<file path="src/rtl/upe_led_serialiser.sv">
// Replays one captured adder result {carry, sum} on a single LED:
// a framing gap, then each of the WIDTH+1 bits held for HOLD_CYCLES clocks.
module upe_led_serialiser #(
  parameter int WIDTH       = 32,
  parameter int HOLD_CYCLES = 1250,
  parameter int GAP_CYCLES  = 5000,
  parameter bit MSB_FIRST   = 1'b0
) (
  input  logic                           clk,
  input  logic                           reset,
  input  logic [WIDTH-1:0]               sum_in,
  input  logic                           carry_in,
  input  logic                           in_valid,
  output logic                           in_ready,
  output logic                           led_data,
  output logic                           led_frame,
  output logic                           busy,
  output logic [$clog2(WIDTH+1)-1:0]     bit_index
);

  localparam int IW   = $clog2(WIDTH+1);
  localparam int MAXC = (HOLD_CYCLES > GAP_CYCLES) ? HOLD_CYCLES : GAP_CYCLES;
  localparam int CW   = $clog2(MAXC+1);
  localparam logic [CW-1:0] HOLD_LAST = CW'(HOLD_CYCLES-1);
  localparam logic [CW-1:0] GAP_LAST  = CW'(GAP_CYCLES-1);
  localparam logic [IW-1:0] LAST_IDX  = IW'(WIDTH);

  typedef enum logic [1:0] {IDLE, GAP, SHIFT} state_t;

  state_t           state_q, state_d;
  logic [CW-1:0]    cnt_q, cnt_d;
  logic [WIDTH:0]   shreg_q, shreg_d;
  logic [IW-1:0]    idx_q, idx_d;
  logic             led_q, led_d;
  logic             frame_q, frame_d;
  logic             busy_q, busy_d;
  logic             ready_q, ready_d;
  logic [WIDTH-1:0] sum_ord;

  // Shift register always emits from bit 0, so MSB-first order is a capture-time reversal.
  for (genvar gi = 0; gi < WIDTH; gi++) begin : g_order
    assign sum_ord[gi] = MSB_FIRST ? sum_in[WIDTH-1-gi] : sum_in[gi];
  end

  always_comb begin
    state_d = state_q;
    cnt_d   = cnt_q;
    shreg_d = shreg_q;
    idx_d   = idx_q;
    led_d   = led_q;
    frame_d = frame_q;
    busy_d  = busy_q;
    ready_d = ready_q;
    case (state_q)
      IDLE: begin
        if (in_valid) begin
          shreg_d = {carry_in, sum_ord};
          cnt_d   = '0;
          idx_d   = '0;
          led_d   = 1'b0;
          frame_d = 1'b1;
          busy_d  = 1'b1;
          ready_d = 1'b0;
          state_d = GAP;
        end
      end
      GAP: begin
        if (cnt_q == GAP_LAST) begin
          cnt_d   = '0;
          idx_d   = '0;
          led_d   = shreg_q[0];
          frame_d = 1'b0;
          state_d = SHIFT;
        end else begin
          cnt_d = cnt_q + CW'(1);
        end
      end
      SHIFT: begin
        if (cnt_q == HOLD_LAST) begin
          cnt_d = '0;
          if (idx_q == LAST_IDX) begin
            shreg_d = '0;
            idx_d   = '0;
            led_d   = 1'b0;
            busy_d  = 1'b0;
            ready_d = 1'b1;
            state_d = IDLE;
          end else begin
            // Output is registered, so present the next bit as the shift happens.
            shreg_d = shreg_q >> 1;
            led_d   = shreg_q[1];
            idx_d   = idx_q + IW'(1);
          end
        end else begin
          cnt_d = cnt_q + CW'(1);
        end
      end
      default: begin
        state_d = IDLE;
        ready_d = 1'b1;
        busy_d  = 1'b0;
        frame_d = 1'b0;
        led_d   = 1'b0;
        idx_d   = '0;
      end
    endcase
  end

  always_ff @(posedge clk) begin
    if (reset) begin
      state_q <= IDLE;
      cnt_q   <= '0;
      shreg_q <= '0;
      idx_q   <= '0;
      led_q   <= 1'b0;
      frame_q <= 1'b0;
      busy_q  <= 1'b0;
      ready_q <= 1'b1;
    end else begin
      state_q <= state_d;
      cnt_q   <= cnt_d;
      shreg_q <= shreg_d;
      idx_q   <= idx_d;
      led_q   <= led_d;
      frame_q <= frame_d;
      busy_q  <= busy_d;
      ready_q <= ready_d;
    end
  end

  assign in_ready  = ready_q;
  assign led_data  = led_q;
  assign led_frame = frame_q;
  assign busy      = busy_q;
  assign bit_index = idx_q;

endmodule

</file>
<file path="config.mk">
export PLATFORM = sky130hd
export DESIGN_NAME = upe_led_serialiser
export DESIGN_NICKNAME = d
export VERILOG_FILES = /design/src/rtl/upe_led_serialiser.sv
export SDC_FILE = /design/constraint.sdc
export NUM_CORES = 1
export LEC_CHECK = 0
export CELL_PAD_IN_SITES_DETAIL_PLACEMENT = 1
export CELL_PAD_IN_SITES_GLOBAL_PLACEMENT = 2
export CORE_UTILIZATION = 32
export DETAILED_ROUTE_END_ITERATION = 7
export PLACE_DENSITY_LB_ADDON = 0.1
export RECOVER_POWER = 25
export SYNTH_ARGS = -nofsm -noshare
export SYNTH_HDL_FRONTEND = slang
export SYNTH_SLANG_ARGS = --single-unit
</file>
<file path="constraint.sdc">
create_clock -name clk -period 2.95 [get_ports clk]
set_input_delay 0.59 -clock clk [delete_from_list [all_inputs] [get_ports clk]]
set_output_delay 0.59 -clock clk [all_outputs]
set_load 0.03 [all_outputs]
</file>
After elaboration in Yosys (flattened, before gate mapping)
Cells that the tools add are included.
{"block": "op_classes", "add_sub_neg": 2, "eq_ne": 9, "n_mux": 32, "bitwise": 2, "n_reduce_logical": 9}
{"cell": "33-bit 2-to-1 mux", "n": 2}
{"cell": "33-bit case mux with 2 select lines", "n": 1}
{"cell": "13-bit 2-to-1 mux", "n": 3}
{"cell": "13-bit case mux with 3 select lines", "n": 1}
{"cell": "32-bit 2-to-1 mux", "n": 1}
{"cell": "6-bit 2-to-1 mux", "n": 4}
{"cell": "6-bit case mux with 3 select lines", "n": 1}
{"cell": "13-bit by 1-bit adder with 13-bit output, second input constant", "n": 1}
{"cell": "13-bit by 11-bit equality test with 1-bit output, second input constant", "n": 1}
{"cell": "13-bit equality test, second input constant", "n": 1}
{"cell": "1-bit case mux with 3 select lines", "n": 4}
{"cell": "1-bit 2-to-1 mux", "n": 10}
{"cell": "3-bit AND reduction", "n": 3}
{"cell": "2-bit 2-to-1 mux", "n": 4}
{"cell": "2-bit != test, second input constant", "n": 4}
{"cell": "4-bit AND reduction", "n": 2}
{"cell": "6-bit by 1-bit adder with 6-bit output, second input constant", "n": 1}
{"cell": "6-bit equality test, second input constant", "n": 1}
{"cell": "2-bit case mux with 3 select lines", "n": 1}
{"cell": "3-bit nonzero test", "n": 1}
{"cell": "2-bit by 1-bit equality test with 1-bit output, second input constant", "n": 1}
{"cell": "2-bit equality test, second input constant", "n": 1}
{"cell": "2-bit zero test", "n": 1}
{"cell": "1-bit inverter", "n": 2}
{"cell": "other kinds (2)", "n": 2}
{"block": "totals", "reg_bits": 58}

Depth between registers and ports, before layout
Gate-level depths: netlist of the first run.
{"block": "depth", "word_depth": 4, "depth_mapped": 9, "ltp_nobuf": 7}

Worst setup path before layout of the first run
OpenSTA, ideal clock, no wires.
{"block": "synth_timing", "kind": "reg-to-reg", "start": "reg cnt_q[11]", "end": "reg idx_q[5] (netlist: bit_index[5])", "setup_ns": 0.070, "arrival_time_ns": 2.199, "required_ns": 2.880, "slack_ns": 0.681, "stages_incl_launch_ff": 7, "path_cell_list": "dfxtp_1 -> or4b_4 -> o31ai_4 -> or3b_1 -> buf_6 -> or4_1 -> a21oi_1"}
{"block": "synth_between", "elab_chain_cells": 3, "word_cells_on_any_way": 5, "classes_between": "eq/ne: 4; reduce/logical: 1"}
{"item": "from (decl)", "line_no": "31", "text": "logic [CW-1:0] cnt_q, cnt_d;"}
{"item": "from (signal assigned)", "line_no": "121", "text": "cnt_q <= cnt_d;"}
{"item": "13-bit by 11-bit equality test with 1-bit output / 13-bit equality test (equally long branches)", "line_no": "79, 68"}
{"item": "2-bit != test (no source line)"}
{"item": "3-bit AND reduction (no source line) *"}
{"item": "to (signal assigned)", "line_no": "123", "text": "idx_q <= idx_d;"}
{"item": "to (decl)", "line_no": "33", "text": "logic [IW-1:0] idx_q, idx_d;"}
Mark *: on every way between the ends. The rest lies on a longest branch, timed or not.
A chain may end at the register's enable or synchronous reset.

Worst setup path in the final report of the first run
{"block": "layout_timing", "start": "reg cnt_q[7]", "end": "reg idx_q[5] (netlist: bit_index[5])"}
Same word-level chain as after synthesis.

==> impl_metrics.py, run 1 <==
metrics = {
    "outcome": {
        "status": "finished clean",
    },
    "layout": {
        "fin_util_pct": 41.8,
        "area_growth_syn_to_layout_pct": 26.6,
        "final_nets": 390,
        "fin_area_sq_um": 3430,
        "n_fill_cell": 966,
        "layout-drive-gt1-share_pct": 7.43,
        "diodes": 0,
    },
    "setup_path": {
        "worstRegToRegCells": 5,
        "critPathKind": "reg -> reg",
        "rrSetupSlack_ps": 480,
        "reg2reg_to": "bit_index[5]",
        "r2r_start": "cnt_q[7]",
        "crit_arrival_ps": 2740,
        "end_kind": "flip-flop",
        "cp.required_ps": 3210,
        "crit_fanout": 10,
        "startpoint_type": "flip-flop",
    },
    "power": {
        "leakagePower_nw": 1.22,
        "vdd_drop_max_v": 0.000351,
        "p_per_area_nw_per_um2": 873,
    },
    "detailed_routing": {
        "viasPerCell": 5.31,
        "drtIter0Drc": 45,
        "via_count": 2416,
        "antenna_left": 0,
        "wirelength_mm": 6.96,
        "drcViolationCount": 0,
        "dr.pass1.iters": 4,
        "routedWlPerCell_um": 15.3,
    },
    "clock_tree": {
        "cts_max_level": 3,
        "holdBufCountCts": 0,
        "cts_root_buf": "clkbuf_8",
        "cts.repair.resized": 0,
        "numCtsBuffers": 9,
        "cts.clk_slew.worst_paths_ps": 70,
        "post_cts_buffers": 0,
        "clk_path_buf_depth": 2,
        "clkSinkCount": 58,
        "clkLatencyLatePin_ps": 330,
        "cts_tree": "done",
    },
    "timing": {
        "setup_violations": 0,
        "rsz0062_at_grt": "false",
        "period_needed_ps": 2470,
        "max_slew_margin_pct": 46.0,
        "hold_viol_final": 0,
        "fin_worst_skew_ps": 6.67,
        "fin_crit_sh_pct": 83.9,
        "worst_pin_slew_ps": 810,
        "max_freq_mhz": 404,
        "fin_setup_tns_ps": 0,
        "drv_slew": 0,
    },
    "floorplan": {
        "die_area_sq_um": 8850,
        "io_pins": 46,
        "fp.dieH_um": 94.1,
        "start_util_pct": 33.0,
        "die_x_um": 94.1,
        "rows": 33,
        "design.core.area_sq_um": 8220,
    },
    "grt": {
        "track_usage_pct": 17.0,
        "grt_overflow": 0,
        "grt_pass1_wl_mm": 11.6,
        "grt_max_degree": 67,
        "antenna_found_initial": 0,
        "grt_pass1_vias": 2365,
    },
    "yosys": {
        "synth_cells": 308,
        "synth_top_cell_by_area": "dfxtp_1",
        "synthesis.area_sq_um": 2710,
        "synth_area_leaders": "dfxtp_1 (43%), a211oi_1 (9.4%), a22oi_1 (9.1%), nor2_1 (6.9%), ha_1 (3.2%)",
        "yosysSeqAreaShare_pct": 42.8,
        "syn_area_per_cell_sq_um": 8.81,
        "synth-async-reset-ratio_pct": 0,
        "yosys_most_used_dff": "dfxtp_1",
        "synth_edf_count": 0,
        "synth_nets": 351,
        "ys_ff_latch": 58,
        "yosysWarnings": 0,
        "synth.distinct_cells": 45,
        "synth_top_area_share_pct": 42.8,
    },
    "min_path": {
        "holdPathEnd": "led_data",
        "hold_path_depth": 2,
        "holdCritStartpoint": "led_data",
        "min_path_type": "reg -> reg",
    },
    "place": {
        "gp_congestion": 0.764,
        "place_area_sq_um": 3280,
        "dp_hpwl_mm": 4.59,
        "place.port_buffers": 45,
    },
    "run": {
        "cap_viol_max_count": 0,
    },
}
critical path: stages, from the launching register on:
cell and delay [ps]:
dfxtp_1 420, or4b_4 510, o31ai_4 270, or3b_1 550
or4_1 510, a21oi_1 150
cells in the final DEF, fill, tap and decap left out, types with 3 or more instances in the layout:
cell             synthesis  routed
ha_1                     7       7
nand2_1                 13      13
a21oi_1                  7       7
nand3_1                  7       7
buf_4                    0       4
nor2_1                  50      50
and3_1                   3       3
o21ai_0                  5       5
xor2_1                   4       4
a211oi_1                34      34
a31oi_1                  4       3
xnor2_1                  5       5
mux2i_1                  3       3
dlygate4sd3_1            0      10
a22oi_1                 33      33
dfxtp_1                 58      58
clkbuf_8                 0      10
and2_1                   3       3
or3_1                    3       3
nand4_1                  5       5
inv_1                    7       7
clkdlybuf4s50_1          0      35
nor3_1                   5       4
routing by layer:
metal | part of all wire, % | track usage, % | up-vias | wire [um]
met5 | 0 | 0 | - | 0
met4 | 1.8 | 7.95 | 0 | 122
met3 | 2.3 | 3.24 | 9 | 159
met2 | 45 | 26.1 | 31 | 3120
met1 | 51 | 22.8 | 1153 | 3550
li1 | - | - | 1223 | -
worst max-delay path by stage:
stage | from | endpoint | slack (ps) | cells after the start
2_1_floorplan | cnt_q[11] | bit_index[5] | 680 | 6
3_3_place_gp | in_valid | bit_index[5] | 470 | 5
3_5_place_dp | in_valid | bit_index[5] | 420 | 5
4_1_cts | cnt_q[0] | bit_index[5] | 460 | 6
5_1_grt | cnt_q[0] | bit_index[5] | 250 | 6
6_report | cnt_q[7] | bit_index[5] | 480 | 5
sequential cells by signal, summed over array words and instances (netlist names):
name,count
shreg_q,33
cnt_q,13
bit_index,6
state_q,2
busy,1
in_ready,1
led_data,1
led_frame,1
cells by family after synthesis:
kind of cell / after synthesis / share of synthesized area, %
simple gates: 110 / 20.8
flops: 58 / 42.8
mux: 4 / 1.52
xor+xnor: 9 / 2.91
buf+inv: 30 / 4.43
compound gates: 90 / 24.3
fa+ha+maj: 7 / 3.23
per-stage QoR:
step	setup slack, ps	total power [mW]	hold slack, ps	instances
after floorplan	681	2.06	446	308
after global placement	474	2.39	456	441
after detailed placement	417	2.42	463	441
after CTS	456	3.06	472	455
after global routing	247	3.25	488	455
final	476	3.00	466	455
cell usage after synthesis, types with 2 or more instances:
cell and count:
a22oi_1 33, nand2_1 13, nand3_1 7, nor4b_1 2, buf_1 2, mux2i_1 3, xnor2_1 5, nor3_1 5
or3_1 3, or3b_1 2, nor4bb_1 2, nor4_1 2, a211oi_1 34, xor2_1 4, clkbuf_1 20, nor2_1 50
and2_1 3, o211ai_1 2, a21oi_1 7, nand4_1 5, o21ai_0 5, and3_1 3, nand2b_1 2, ha_1 7
a31oi_1 4, dfxtp_1 58, inv_1 7
final cells by class:
cell class	instances	area, sq um	area share, %
flip-flops and latches	58	1160	33.8
clock inverters	3	17.5	0.510
clock buffers	11	141	4.12
inverters	7	26.3	0.765
well taps	105	131	3.83
repair buffers	51	505	14.7
multi-input cells	220	1450	42.3
where the power goes:
group          internal (mW)  switching (mW)
clock network          0.315           0.299
logic                  0.492           0.775
registers               1.01           0.113
Power figures use the tool's default switching activity.
==> inputs of run 2 (changes only) <==
- clock period: 2.95 -> 2.3 ns (I/O delays scaled with it)
==> run 2 against run 1 <==
Net effect: worst setup slack got worse by 350 ps; sequential power up 29%; design area grew 6.5%; routed wire length increased by 12%; combinational power rose by 54%; die area unchanged; via count increased by 3.8%; register-to-register slack got worse by 350 ps; global-route usage increased by 1.2 points; critical path depth is the same; clock-buffer cell count increased by 2; critical path type unchanged; largest cell class unchanged; highest routed layer unchanged.
==> impl_metrics.py, run 2 (same netlist as run 1, synthesis figures left out) <==
metrics = {
    "detailed_routing": {
        "via_count": 2508,
        "route.met2.wl_mm": 3.72,
        "highest_layer": "met4",
        "drtIter0Drc": 107,
        "antenna_left": 0,
        "wirelength_mm": 7.80,
        "drcViolationCount": 0,
        "wl_met1_mm": 3.73,
        "viasPerCell": 5.30,
        "routedWlPerCell_um": 16.5,
        "dr.pass1.iters": 4,
        "wl_met3_um": 269,
    },
    "grt": {
        "antenna_found_initial": 0,
        "grt_pass1_wl_mm": 12.4,
        "grt_max_degree": 67,
        "grt_pass1_vias": 2509,
        "grt_overflow": 0,
        "track_usage_pct": 18.2,
    },
    "timing": {
        "setup_violations": 0,
        "hold_viol_final": 0,
        "hold_ws_ps": 475,
        "fin_worst_skew_ps": 10.1,
        "max_freq_mhz": 460,
        "drv_slew": 0,
        "max_slew_margin_pct": 52.1,
        "fin_crit_sh_pct": 94.6,
        "period_needed_ps": 2180,
        "fin_setup_tns_ps": 0,
        "worst_pin_slew_ps": 718,
        "rsz0062_at_grt": "false",
    },
    "power": {
        "p_comb_share_pct": 44.6,
        "clockPowerShare_pct": 22.3,
        "pwr-share-seq_pct": 33.1,
        "p_switching_mw": 1.67,
        "intPower_mw": 2.70,
        "swShare_pct": 38.2,
        "leakagePower_nw": 1.33,
        "vdd_drop_max_v": 0.000553,
        "p_per_area_nw_per_um2": 1190,
    },
    "floorplan": {
        "die_area_sq_um": 8850,
        "die_x_um": 94.1,
        "io_pins": 46,
        "rows": 33,
        "fp.dieH_um": 94.1,
        "start_util_pct": 33.0,
        "design.core.area_sq_um": 8220,
    },
    "setup_path": {
        "reg2reg_to": "bit_index[5]",
        "r2r_start": "cnt_q[3]",
        "crit_fanout": 4,
        "rrSetupSlack_ps": 120,
        "worstRegToRegCells": 5,
        "crit_arrival_ps": 2440,
        "cp.required_ps": 2560,
        "critPathKind": "reg -> reg",
        "startpoint_type": "flip-flop",
        "end_kind": "flip-flop",
    },
    "layout": {
        "final_nets": 407,
        "area_growth_syn_to_layout_pct": 34.8,
        "multiInputGateArea_sq_um": 1480,
        "layout_commonest_cell": "dfxtp_1",
        "largest_register_ffs": 33,
        "top_register": "shreg_q",
        "diodes": 0,
        "regArea_sq_um": 1160,
        "layout-drive-gt1-share_pct": 13.6,
        "final_cell_mix": "dfxtp_1 (56), nor2_1 (50), clkdlybuf4s50_1 (35)",
        "n_fill_cell": 960,
    },
    "min_path": {
        "holdCritStartpoint": "led_data",
        "min_path_type": "reg -> reg",
        "hold_path_depth": 2,
        "holdPathEnd": "led_data",
    },
    "clock_tree": {
        "clkSinkCount": 58,
        "cts_max_level": 3,
        "clk_path_buf_depth": 2,
        "cts_root_buf": "clkbuf_8",
        "clkLatencyLatePin_ps": 330,
        "cts_tree": "done",
        "cts.clk_slew.worst_paths_ps": 70,
        "holdBufCountCts": 0,
        "numCtsBuffers": 9,
    },
    "place": {
        "gp_congestion": 0.773,
        "place.port_buffers": 45,
        "dp_hpwl_mm": 5.00,
    },
    "outcome": {
        "status": "finished clean",
    },
    "run": {
        "cap_viol_max_count": 0,
    },
}
run 2: power by group through the flow:
stage / Sequential, mW / Combinational [mW] / Clock (mW)
after global routing: 1.48 / 2.15 / 1.04
after CTS: 1.44 / 1.74 / 1.01
after floorplan: 1.46 / 1.18 / 0
final: 1.44 / 1.95 / 0.974
after detailed placement: 1.46 / 1.73 / 0
after global placement: 1.45 / 1.69 / 0
run 2: worst max path at each step:
stage | end | cells after the start | from
2_1_floorplan | bit_index[5] | 6 | cnt_q[11]
3_3_place_gp | cnt_q[11] | 6 | in_valid
3_5_place_dp | shreg_q[30] | 8 | cnt_q[0]
4_1_cts | shreg_q[30] | 8 | cnt_q[0]
5_1_grt | bit_index[5] | 5 | cnt_q[11]
6_report | bit_index[5] | 5 | cnt_q[3]
run 2: critical path, stage by stage (launching register included):
cell and delay (ps):
dfxtp_1 320, or4b_4 540, o31ai_4 180, or3b_1 430
or4_1 490, a21oi_1 150
run 2: what timing repair did:
action	in CTS	in global routing
gates cloned	0	3
gates resized for setup	1	9
endpoints found under the setup margin	1	38
buffers inserted	0	2
pin swaps	0	1
run 2: area by class of cell:
type / count / area share [%]
Tap cell: 105 / 3.59
Clock buffer: 13 / 4.62
Timing Repair Buffer: 68 / 17.8
Inverter: 7 / 0.718
Multi-Input combinational cell: 220 / 40.5
Sequential cell: 58 / 31.8
Clock inverter: 2 / 0.958
run 2: per-stage QoR:
stage | setup slack (ps) | util, % | std cells | total power [mW] | cell area [sq um]
4_1_cts | 2.30 | 43.6 | 468 | 4.19 | 3580
5_1_grt | 16.4 | 44.5 | 473 | 4.67 | 3660
6_report | 124 | 44.5 | 473 | 4.36 | 3660
3_3_place_gp | 112 | 41.0 | 453 | 3.13 | 3370
3_5_place_dp | 20.2 | 41.0 | 453 | 3.19 | 3370
2_1_floorplan | 31.0 | - | 308 | 2.64 | 2710
run 2: routing by layer:
layer / vias to the layer above / GRT usage [%]
li1: 1254 / -
met1: 1206 / 23.8
met2: 40 / 28.7
met3: 8 / 5.26
met4: 0 / 5.51
met5: - / 0
==> edit 1 (flow settings as in run 2) <==
One comparison of `idx_q` changes from == to >=.
--- a/src/rtl/upe_led_serialiser.sv
+++ b/src/rtl/upe_led_serialiser.sv
@@ -80,3 +80,3 @@
           cnt_d = '0;
-          if (idx_q == LAST_IDX) begin
+          if (idx_q >= LAST_IDX) begin
             shreg_d = '0;
Behaviour: no difference found for any inputs over 10 cycles, from zero or initial values and one cycle with reset high; that may be too few to reach the edited logic, so the function may still have changed.
==> edit 1 against run 2 <==
- design area increased by 9.9%
- critical path depth increased by 2
- setup slack got worse by 46 ps
- area after synthesis is 13% higher
- utilization decreased by 1.0 points
- sequential cell count unchanged
- routed wire length grew 23%
- power shrank 0.57%
- clock skew down 2.4 ps
- non-clock buffer count is 9 higher
- largest power group unchanged
==> edit 1: results (changes against run 2) <==
Status
  – Outcome: completed (unchanged)

Global route
  – Wire length of the first global-routing pass: 15500 um (was 12400 um)
  – Met1 GRT Util: 0.269 (was 0.238)
  – Pin count of the biggest net entering global routing: 34 (was 67)
  – Via count of the first global-routing pass: 3043 (was 2509)
  – Global-route track usage on met2: 0.310 (was 0.287)

Worst setup path
  – Master of the slowest instance on the critical path: sky130_fd_sc_hd__or4b_1 (was sky130_fd_sc_hd__or4b_4)
  – Delay contributed by the slowest stage of the critical path: 580 ps (was 540 ps)
  – Minimum setup slack among reg-to-reg paths: 80 ps (was 120 ps)
  – Worst Reg2Reg Path Length in Cells: 7 (was 5)

Logic synthesis
  – Synth unique cells: 48 (was 45)
  – Share of the yosys chip area belonging to registers: 0.380 (was 0.428)
  – Share of cell area taken by muxes after synthesis: 0.0102 (was 0.0152)
  – Net count of the mapped netlist: 412 (was 351)

Final layout
  – Sequential cell count: 58 (unchanged)
  – Number of nets in the layout: 467 (was 407)
  – Layout non-clock buf frac: 0.188 (was 0.178)
  – Multi-input combinational cell count: 267 (was 220)
  – Layout Area Growth over Synthesis: 31.3% (was 34.8%)
  – Layout inverter count without the clock tree: 11 (was 7)
  – Share of post-route cells with drive strength above 1: 0.121 (was 0.136)
  – Number of non-clock buffers in the layout: 77 (was 68)
  – Clock distribution area overhead in the final layout: 0.0408 (was 0.0558)
  – Share of cell area taken by flip-flops and latches: 0.289 (was 0.318)
  – Multi-input gate share of the layout cell area: 0.432 (was 0.405)

Place
  – Cell total after placement: 539 (was 453)
  – HPWL after detailed placement: 6170 um (was 5000 um)
  – Area after DPL: 3800 um^2 (was 3370 um^2)

Timing
  – Worst Hold Margin: 472 ps (was 475 ps)
  – Clock tree skew after final layout: 7.70 ps (was 10.1 ps)
  – Transition time of the tightest slew-check pin: 695 ps (was 718 ps)

Worst hold path
  – Number of cells on the worst hold path: 1 (was 2)

Power
  – Leakage: 1.44 nW (was 1.33 nW)
  – Combinational logic power: 0.00209 W (was 0.00195 W)
  – Clock network fraction of design power: 0.193 (was 0.223)
  – Clock network power: 0.000837 W (was 0.000974 W)

Detailed routing
  – Post-DR wirelength/cell: 17.2 um (was 16.5 um)
  – Met3 wire len: 300 um (was 269 um)
  – Met2 wire len: 4500 um (was 3720 um)
  – Vias per Instance: 5.46 (was 5.30)
  – Total detailed-routing wirelength: 9620 um (was 7800 um)
edit 1: how the worst max path moves through the flow:
stage | startpoint | endpoint | slack (ps) | cells after the start
2_1_floorplan | cnt_q[2]$_SDFFE_PP0P_ | bit_index[1]$_SDFFE_PP0P_ | 200 | 6
3_3_place_gp | cnt_q[5]$_SDFFE_PP0P_ | bit_index[1]$_SDFFE_PP0P_ | 80 | 4
3_5_place_dp | cnt_q[5]$_SDFFE_PP0P_ | bit_index[1]$_SDFFE_PP0P_ | 40 | 4
4_1_cts | cnt_q[5]$_SDFFE_PP0P_ | bit_index[1]$_SDFFE_PP0P_ | 30 | 4
5_1_grt | cnt_q[11]$_SDFFE_PP0P_ | shreg_q[10]$_SDFFE_PP0P_ | -30 | 7
6_report | cnt_q[11]$_SDFFE_PP0P_ | in_ready$_SDFFE_PP1P_ | 80 | 7
edit 1: what timing repair did:
action	CTS	global route
setup buffers	0	2
gates resized for setup	0	2
setup endpoints to repair	0	4
==> edit 2 (config.mk and constraints of run 2) <==
Made on the original files. Set the parameter `HOLD_CYCLES` to 5000 (it was 1250).
--- a/src/rtl/upe_led_serialiser.sv
+++ b/src/rtl/upe_led_serialiser.sv
@@ -4,3 +4,3 @@
   parameter int WIDTH       = 32,
-  parameter int HOLD_CYCLES = 1250,
+  parameter int HOLD_CYCLES = 5000,
   parameter int GAP_CYCLES  = 5000,
Function: same outputs for any inputs over 10 cycles, from zero or initial values and one cycle with reset high; that may be too few to reach the edited logic, so the function may still have changed.
==> edit 2 against run 2 <==
- sequential cell count is the same
- design area is 1.9% higher
- area after synthesis increased by 7.1%
- power rose by 1.9%
- sequential share of layout area fell by 0.65 points
- critical path type unchanged
- maximum frequency grew 6.6%
- clock skew increased by 1.1 ps
- routed wire length increased by 10%
- setup slack better by 130 ps
- sequential power up 6%
- first-iteration DRC count decreased by 29%
- utilization is 2.0 points lower
==> edit 2: results (changes against run 2) <==
Global route
  – Wire length of the first global-routing pass: 14400 um (was 12400 um)
  – Global routing usage on met3: 0.0453 (was 0.0526)
  – All-layer global routing usage: 0.188 (was 0.182)
  – Global-route track usage on met2: 0.287 (about the same)
  – Met1 GRT Util: 0.265 (was 0.238)
  – Pin count of the biggest net entering global routing: 37 (was 67)
  – Via count of the first global-routing pass: 2778 (was 2509)

CTS
  – Cts repair resizes: 0 (was 1)
  – TritonCTS buffer count: 9 (unchanged)

Worst setup path
  – Master of the slowest instance on the critical path: sky130_fd_sc_hd__or4b_1 (was sky130_fd_sc_hd__or4b_4)
  – Capture point of the worst path: cnt_q[10]$_SDFFE_PP0P_ (was bit_index[5]$_SDFFE_PP0P_)
  – Worst Reg2Reg Path Length in Cells: 6 (was 5)
  – CP top delay family: simple AND/OR/NAND/NOR gates (unchanged)
  – Worst setup startpoint: state_q[0]$_SDFFE_PP0P_ (was cnt_q[3]$_SDFFE_PP0P_)
  – Minimum setup slack among reg-to-reg paths: 260 ps (was 120 ps)
  – Worst-path maximum fanout: 5 (was 4)
  – Delay contributed by the slowest stage of the critical path: 570 ps (was 540 ps)

Detailed routing
  – Initial detailed-routing violation count: 76 (was 107)
  – Met2 wire len: 3900 um (was 3720 um)
  – Met3 wire len: 272 um (was 269 um)
  – Vias per Instance: 5.73 (was 5.30)
  – Total detailed-routing wirelength: 8590 um (was 7800 um)

Timing
  – Period utilisation layout: 0.888 (was 0.946)
  – Transition time of the tightest slew-check pin: 484 ps (was 718 ps)
  – Worst Hold Margin: 485 ps (was 475 ps)
  – Clock tree skew after final layout: 11.2 ps (was 10.1 ps)

Status
  – Outcome: completed (unchanged)

Place
  – Final Wtd Congestion: 0.753 (was 0.773)
  – Area after DPL: 3560 um^2 (was 3370 um^2)
  – Cell total after placement: 468 (was 453)
  – Placement-stage worst setup slack: 80.1 ps (was 20.2 ps)

Power
  – Portion of total power attributed to sequential cells: 0.342 (was 0.331)
  – Leakage: 1.30 nW (was 1.33 nW)
  – Power per standard cell area: 1190 nW/um^2 (about the same)
  – Internal power: 0.00263 W (was 0.00270 W)

Final layout
  – Share of post-route cells with drive strength above 1: 0.130 (was 0.136)
  – Number of nets in the layout: 415 (was 407)

Logic synthesis
  – Net count of the mapped netlist: 365 (was 351)
  – Cells taking the most area after synthesis: sky130_fd_sc_hd__dfxtp_1 (40%), sky130_fd_sc_hd__a211oi_1 (9.0%), sky130_fd_sc_hd__a22oi_1 (8.5%) (was sky130_fd_sc_hd__dfxtp_1 (43%), sky130_fd_sc_hd__a211oi_1 (9.4%), sky130_fd_sc_hd__a22oi_1 (9.1%))
  – Top cells by count, synth: sky130_fd_sc_hd__dfxtp_1 (58), sky130_fd_sc_hd__a31oi_1 (36), sky130_fd_sc_hd__a211oi_1 (35) (was sky130_fd_sc_hd__dfxtp_1 (58), sky130_fd_sc_hd__nor2_1 (50), sky130_fd_sc_hd__a211oi_1 (34))
[edit 2: kinds of logic after synthesis]
| family | share of synthesized area |
|---|---|
| xor+xnor | 0.0211 |
| compound gates | 0.329 |
| simple gates | 0.146 |
| fa+ha+maj | 0.0345 |
| flops | 0.400 |
| buf+inv | 0.0525 |
| mux | 0.0177 |
[edit 2: area by class of cell]
type	instances	area (um^2)
multi-input cells	229	1590
fillers	1038	5040
well taps	108	135
inverters	7	26.3
repair buffers	66	642
flip-flops and latches	58	1160
clock inverters	5	30.0
clock buffers	11	141
[edit 2: worst register-to-register path, cell delays in order (launching register included)]
cell and delay (ps):
sky130_fd_sc_hd__dfxtp_1 390, sky130_fd_sc_hd__inv_1 100, sky130_fd_sc_hd__ha_1 300, sky130_fd_sc_hd__mux2i_1 130, sky130_fd_sc_hd__or4b_1 570, sky130_fd_sc_hd__or3_1 330, sky130_fd_sc_hd__a21oi_1 150
